==> src/rtl/fifo_rd_pkg.sv <==
// rtl/fifo_rd_pkg.sv - shared constants and occupancy encoding for the FIFO read streamer
package fifo_rd_pkg;

  // Number of words the output skid buffer can hold
  localparam int BUF_DEPTH = 2;

  // Occupancy of the skid buffer; the encoding equals the word count
  typedef enum logic [1:0] {
    OCC_EMPTY = 2'd0,
    OCC_ONE   = 2'd1,
    OCC_TWO   = 2'd2
  } occ_e;

endpackage

==> src/rtl/rd_skid_buf.sv <==
// rtl/rd_skid_buf.sv - 2-entry in-order skid buffer with registered valid and head data
module rd_skid_buf #(
  parameter int DATAWIDTH = 8
) (
  input  logic                 clk,
  input  logic                 rst,
  input  logic                 wr_i,
  input  logic [DATAWIDTH-1:0] wr_data_i,
  input  logic                 ready_i,
  output logic                 valid_o,
  output logic [DATAWIDTH-1:0] data_o,
  output logic                 xfer_o,
  output logic [1:0]           occ_o
);
  import fifo_rd_pkg::*;

  occ_e                 state_q;
  logic                 valid_q;
  logic [DATAWIDTH-1:0] head_q;
  logic [DATAWIDTH-1:0] tail_q;
  logic                 xfer;

  // A word leaves whenever the head is valid and downstream accepts it
  assign xfer    = valid_q & ready_i;
  assign xfer_o  = xfer;
  assign valid_o = valid_q;
  assign data_o  = head_q;
  assign occ_o   = state_q;

  // Occupancy FSM; head_q is always the oldest word, tail_q the one behind it
  always_ff @(posedge clk or posedge rst) begin
    if (rst) begin
      state_q <= OCC_EMPTY;
      valid_q <= 1'b0;
      head_q  <= '0;
      tail_q  <= '0;
    end else begin
      case (state_q)
        OCC_EMPTY: begin
          if (wr_i) begin
            head_q  <= wr_data_i;
            state_q <= OCC_ONE;
            valid_q <= 1'b1;
          end
        end
        OCC_ONE: begin
          case ({wr_i, xfer})
            2'b10: begin
              tail_q  <= wr_data_i;
              state_q <= OCC_TWO;
            end
            2'b01: begin
              state_q <= OCC_EMPTY;
              valid_q <= 1'b0;
            end
            2'b11: begin
              // The only word leaves as the new one lands, so it goes straight to the head
              head_q <= wr_data_i;
            end
            default: ;
          endcase
        end
        OCC_TWO: begin
          if (xfer) begin
            head_q <= tail_q;
            if (wr_i) begin
              tail_q <= wr_data_i;
            end else begin
              state_q <= OCC_ONE;
            end
          end
        end
        default: begin
          state_q <= OCC_EMPTY;
          valid_q <= 1'b0;
        end
      endcase
    end
  end

endmodule

==> src/rtl/fifo_rd_stream.sv <==
// rtl/fifo_rd_stream.sv - FIFO-to-stream read adapter; optional delivered-word counter under FIFO_RD_CNT_EN
module fifo_rd_stream #(
  parameter int DATAWIDTH = 8
) (
  input  logic                 clk_rd,
  input  logic                 rrst,
  input  logic                 empty,
  output logic                 O_rden,
  input  logic [DATAWIDTH-1:0] I_fifo_data,
  output logic                 O_valid,
  input  logic                 I_ready,
  output logic [DATAWIDTH-1:0] O_data
`ifdef FIFO_RD_CNT_EN
  ,
  output logic [15:0]          O_rd_cnt
`endif
);
  import fifo_rd_pkg::*;

  logic       inflight_q;
  logic       xfer;
  logic [1:0] occ;
  logic [2:0] pending;

  // Pop only when the buffer still has room after counting the word in flight and this cycle's departure
  always_comb begin
    pending = {1'b0, occ} + {2'b00, inflight_q} - {2'b00, xfer};
    O_rden  = !rrst && !empty && (pending < 3'(BUF_DEPTH));
  end

  // An accepted pop returns data on the following cycle; reset drops it
  always_ff @(posedge clk_rd or posedge rrst) begin
    if (rrst) begin
      inflight_q <= 1'b0;
    end else begin
      inflight_q <= O_rden;
    end
  end

  rd_skid_buf #(
    .DATAWIDTH(DATAWIDTH)
  ) u_buf (
    .clk      (clk_rd),
    .rst      (rrst),
    .wr_i     (inflight_q),
    .wr_data_i(I_fifo_data),
    .ready_i  (I_ready),
    .valid_o  (O_valid),
    .data_o   (O_data),
    .xfer_o   (xfer),
    .occ_o    (occ)
  );

`ifdef FIFO_RD_CNT_EN
  logic [15:0] rd_cnt_q;

  assign O_rd_cnt = rd_cnt_q;

  // Count delivered words, wrapping naturally at 16 bits
  always_ff @(posedge clk_rd or posedge rrst) begin
    if (rrst) begin
      rd_cnt_q <= 16'd0;
    end else if (xfer) begin
      rd_cnt_q <= rd_cnt_q + 16'd1;
    end
  end
`endif

endmodule

==> config.mk <==
export PLATFORM = sky130hd
export DESIGN_NAME = fifo_rd_stream
export DESIGN_NICKNAME = d
export VERILOG_FILES = /design/src/rtl/fifo_rd_pkg.sv /design/src/rtl/rd_skid_buf.sv /design/src/rtl/fifo_rd_stream.sv
export SDC_FILE = /design/constraint.sdc
export NUM_CORES = 1
export LEC_CHECK = 0
export CORE_UTILIZATION = 44
export CTS_CLUSTER_SIZE = 40
export DETAILED_ROUTE_END_ITERATION = 8
export PLACE_DENSITY = 0.74
export SLEW_MARGIN = 0
export SYNTH_ARGS = -nofsm -noshare
export SYNTH_HDL_FRONTEND = slang
export SYNTH_SLANG_ARGS = --single-unit
==> constraint.sdc <==
create_clock -name clk_rd -period 1.8 [get_ports clk_rd]
set_input_delay 0.18 -clock clk_rd [delete_from_list [all_inputs] [get_ports clk_rd]]
set_output_delay 0.18 -clock clk_rd [all_outputs]
set_load 0.01 [all_outputs]
# After elaboration in Yosys (flattened, before gate mapping)
# Cells that the tools add are included.
# op_classes
order_cmp	1
mux	15
n_reduce_logical	11
bitwise	2
addsub	2
eq_ne	13
# op_table
cell	n
$mux 8	5
$pmux 8 s3	1
$pmux 8 s2	1
$reduce_and 4->1	3
$ne 2x2->1 const B	5
$eq 2x2->1 const B	3
$mux 2	3
$pmux 2 s3	1
$eq 2x1->1 const B	2
$ne 2x1->1 const B	2
$pmux 2 s2	1
$add 2x1->3	1
$lt 3x2->1 const B	1
$ne 3x2->1 const B	1
$pmux 1 s3	1
$reduce_and 3->1	1
$reduce_bool 3->1	1
$sub 3x1->3	1
$logic_and 1x1->1	2
$logic_not 1->1	2
$logic_not 2->1	1
$mux 1	2
$reduce_bool 2->1	1
$and 1x1->1	1
$not 1->1	1
# totals
register_bits	20
in_bits	12

# Depth between registers and ports, before layout
# Gate-level depths: netlist of the first run.
# depth
word_depth	4
depth_mapped	6
mapped_depth_nobuf	6

# By module
# Synthesis of the first run repeated with hierarchy kept, for this count alone.
# hier_totals
hier_cells	72
hier_area_um2	1002.2
# modules_own_cells
module	seq_area_each_um2	n_inst	area_per_inst_um2	cells_per_inst
rd_skid_buf	475.5	1	907.1	64
fifo_rd_stream	25.0	1	95.1	8

# Worst setup path after synthesis of the first run
# Ideal clock, no wire load.
# synth_path
path_kind	register to register
startpoint	register u_buf.valid_q, in the netlist u_buf.valid_o
endpoint	register inflight_q
period_less_slack_ps	2158
setup_ps	181
slack_ps	-358
path_buffers	0
required_time_ps	1619
path_stages_with_launch	6
t_arrival_ps	1977
path_cell_list	dfrtp_1 -> a21boi_2 -> o21ai_0 -> fa_1 -> xor2_1 -> nor4b_1
# synth_via
elab_chain_cells	4
# synth_lines
item	line	rtl
start, declared	rd_skid_buf.sv:18	logic valid_q;
start signal, assigned	rd_skid_buf.sv:34	valid_q <= 1'b0;
start signal, assigned	rd_skid_buf.sv:43	valid_q <= 1'b1;
start signal, assigned	rd_skid_buf.sv:54	valid_q <= 1'b0;
$and 1x1->1	rd_skid_buf.sv:24	assign xfer = valid_q & ready_i;
$sub 3x1->3	fifo_rd_stream.sv:27	pending = {1'b0, occ} + {2'b00, inflight_q} - {2'b00, xfer};
$lt 3x2->1	fifo_rd_stream.sv:28	O_rden = !rrst && !empty && (pending < 3'(BUF_DEPTH));
$logic_and 1x1->1	fifo_rd_stream.sv:28	
named net O_rden	fifo_rd_stream.sv:8	output logic O_rden,
end signal, assigned	fifo_rd_stream.sv:36	inflight_q <= O_rden;
end, declared	fifo_rd_stream.sv:20	logic inflight_q;
# The timed path passes the listed nets, and every way through them passes these cells.
# A chain may end at the register's enable or synchronous reset.

# Final worst setup path of the first run
# layout_path
startpoint	register u_buf.state_q[0], in the netlist u_buf.occ_o[0]
endpoint	output O_rden
# layout_via
elab_chain_cells	4
# layout_lines
item	line	rtl
start, declared	rd_skid_buf.sv:17	occ_e state_q;
start signal, assigned	rd_skid_buf.sv:33	state_q <= OCC_EMPTY;
start signal, assigned	rd_skid_buf.sv:42	state_q <= OCC_ONE;
start signal, assigned	rd_skid_buf.sv:50	state_q <= OCC_TWO;
$add 2x1->3	fifo_rd_stream.sv:27	
$sub 3x1->3	fifo_rd_stream.sv:27	
$lt 3x2->1	fifo_rd_stream.sv:28	
$logic_and 1x1->1	fifo_rd_stream.sv:28	
end, declared	fifo_rd_stream.sv:8	
# Every way passes these cells.

==> flow_metrics.tcl, run 1 <==
set metrics [dict create \
    drive_gt1_share_pct 51.4 \
    gp_congestion 0.719 \
    synthTopCellsByArea "dfrtp_1 51%, mux2_2 27%, o32ai_4 2.8%" \
    vias 692 \
    rsz0062_at_grt "true" \
    cts_tree "yes" \
    cts-root-buf "clkbuf_4" \
    dieHeight_um 49.4 \
    wl_met3_um 74 \
    clkTransAtPathRegs_ns 0.11 \
    htree_levels 1 \
    wl_per_cell_um 14.1 \
    status "finished with violations" \
    routed_via_density 5.09 \
    period_share_pct 117 \
    syn_avg_cell_area_um2 14.1 \
    die_w_um 49.4 \
    synth_top_area_cell "dfrtp_1" \
    worstPathRequired_ns 1.62 \
    top_layer "met4" \
    grt_pass1_vias 767 \
    cts_buffer_depth 2 \
    cp-start-kind "register" \
    hpwl_um 1460 \
    wl_met1_um 800 \
    ys_ff_latch 20 \
    synth_most_common_cell "mux2_2" \
    dieArea_um2 2440 \
    wl_met2_um 1010 \
    cap_violations 0 \
    slew_headroom_pct 78.3 \
    grt_max_degree 14 \
    ys.flop_type "dfrtp_1" \
    async_reset_ff_share_pct 100 \
    pin_count 22 \
    hold_buffers 0 \
    finClkSkew_ns 0.00955 \
    worstHoldPathType "in -> async" \
    start_util_pct 48.5 \
    grt_usage_pct 18.1 \
    min_period_ns 2.10 \
    area_delta_synth_final_pct 43.0 \
    num_rows 16 \
    dr.pass1.iters 4 \
    wirelength_um 1920 \
    yosysUniqueCellTypes 21 \
    core_area_um2 2040 \
    fin_hold_ws_ns 0.218 \
    end_kind "output port" \
    grt_first_pass_wirelength_um 3260 \
    clk_latency_ns 0.30 \
    yosys-top-cells-count "24 x mux2_2, 20 x dfrtp_1, 3 x inv_1" \
    drc 0 \
    max_freq_ghz 0.476 \
    critPathMaxFanout 3 \
    vdd_drop_max_mv 0.931 \
    final_nets 123 \
    p_per_area_nw_per_um2 1320 \
    synth_area_um2 990 \
    hold_viol 0 \
    setup_viol 2 \
    p_leak_nw 0.645 \
    syn_inst 70 \
    violations "negative setup slack" \
    numCtsBuffers 3 \
    drt.antenna.violating_nets 0 \
    setup_tns_ns -0.334 \
    yosysWarnings 0 \
    synth_nets 83 \
    grt_antenna_before_repair 0 \
    synth-seq-area-share_pct 50.6 \
    tightest_slew_ns 0.326 \
    slew_viol_final 0 \
    drt_iter0_drc 9 \
    setup_ws_ns -0.302 \
    path_class "reg -> out" \
    synth_top_area_share_pct 50.6 \
    arrival_ns 1.92 \
    clkSinkCount 20 \
    port_buffers 21 \
    grt_overflow 0 \
    synth-edff-count 0 \
    num_antenna_cells 0 \
]
## sequential cells by signal, summed over array words and instances, names as in the netlist
register and flops:
inflight_q 1, u_buf.tail_q 8, u_buf.occ_o 2, u_buf.valid_o 1, u_buf.data_o 8
## routing by layer
layer	vias to the layer above	GRT usage, %
met3	6	3.12
li1	326	-
met2	19	32.0
met4	0	8.10
met1	341	21.2
met5	-	0
## per-stage QoR
step	power [W]	area (um2)	cells	setup slack (ns)	util [%]
global route	0.00200	1420	136	-0.390	69.3
global placement	0.00158	1350	129	-0.755	65.9
finish	0.00187	1420	136	-0.302	69.3
floorplan	0.00122	1020	70	-0.0474	-
CTS	0.00185	1380	135	-0.379	67.6
detailed placement	0.00162	1350	129	-0.853	65.9
## report_power, final
| group | total (W) | switching [W] | internal, W |
|---|---|---|---|
| sequential | 0.000759 | 0.000110 | 0.000648 |
| clock | 0.000218 | 0.000132 | 0.0000862 |
| combinational | 0.000893 | 0.000326 | 0.000567 |
| total | 0.00187 | 0.000569 | 0.00130 |
## kinds of logic after synthesis
group	Yosys count	synth area share [%]
adders and majority gates	1	2.02
muxes	24	27.3
xor gates and xnor gates	2	1.77
buffers and inverters	6	3.16
AOI/OAI and AO/OA	8	9.48
and+or+nand+nor	9	5.69
DFF	20	50.6
## worst max-delay path, cell delays in order (launching register included)
cell	delay (ns)
dfrtp_2	0.43
a21boi_4	0.21
o21ai_2	0.07
fa_2	0.33
xor2_1	0.17
nor4b_4	0.24
buf_2	0.18
## layout by cell type, fill, tap and decap left out
master           instances
dlygate4sd2_1            1
nand2_4                  1
xnor2_1                  1
buf_6                    2
clkbuf_1                 1
dfrtp_1                 18
nand2_1                  1
buf_4                   15
nor2_4                   1
a2bb2oi_1                1
nand2b_1                 2
a21boi_4                 1
o2bb2ai_1                1
and4b_4                  1
buf_2                    1
o21ai_2                  1
o21ai_0                  1
nor4b_4                  1
clkbuf_4                 3
xor2_1                   1
fa_2                     1
a22oi_4                  1
clkdlybuf4s50_1         19
dfrtp_2                  2
nor2b_1                  1
o22ai_1                  1
o32ai_4                  1
mux2_2                  24
nor2_1                   1
inv_1                    3
## repair_timing
action / in CTS / in global routing
gates resized for setup: 5 / 6
endpoints found under the setup margin: 1 / 3
pin swaps: 2 / 0
buffers inserted: 2 / 1
## area by class of cell
cell class | instances | area, um2
Clock buffer | 4 | 26.3
Tap cell | 27 | 33.8
Timing Repair Buffer | 38 | 339
Multi-Input combinational cell | 44 | 502
Sequential cell | 20 | 503
Inverter | 3 | 11.3
Fill cell | 166 | 627
## final timing paths
check | from | slack [ns] | cells past startpoint | end
max | u_buf.occ_o[0]$_DFFE_PP0P_ | -0.30 | 6 | O_rden
min | rrst | 0.22 | 2 | u_buf.valid_o$_DFFE_PP0P_
max reg2reg | u_buf.occ_o[0]$_DFFE_PP0P_ | -0.03 | 8 | inflight_q$_DFF_PP0_
min reg2reg | u_buf.tail_q[6]$_DFFE_PP0P_ | 0.52 | 1 | u_buf.tail_q[6]$_DFFE_PP0P_
max in group asynchronous | rrst | 1.09 | 3 | u_buf.occ_o[0]$_DFFE_PP0P_
min in group clk_rd | I_fifo_data[3] | 0.51 | 2 | u_buf.tail_q[3]$_DFFE_PP0P_
Note: power is estimated with default switching activity, not from simulation.
==> run 2, diff against run 1 <==
--- a/config.mk
+++ b/config.mk
@@ -9,7 +9,7 @@
 export CTS_CLUSTER_SIZE = 40
 export DETAILED_ROUTE_END_ITERATION = 8
 export PLACE_DENSITY = 0.74
-export SLEW_MARGIN = 0
+export SLEW_MARGIN = 25
 export SYNTH_ARGS = -nofsm -noshare
 export SYNTH_HDL_FRONTEND = slang
 export SYNTH_SLANG_ARGS = --single-unit
==> results of run 2 <==
Final layout, timing and power as in run 1 (identical DEF).
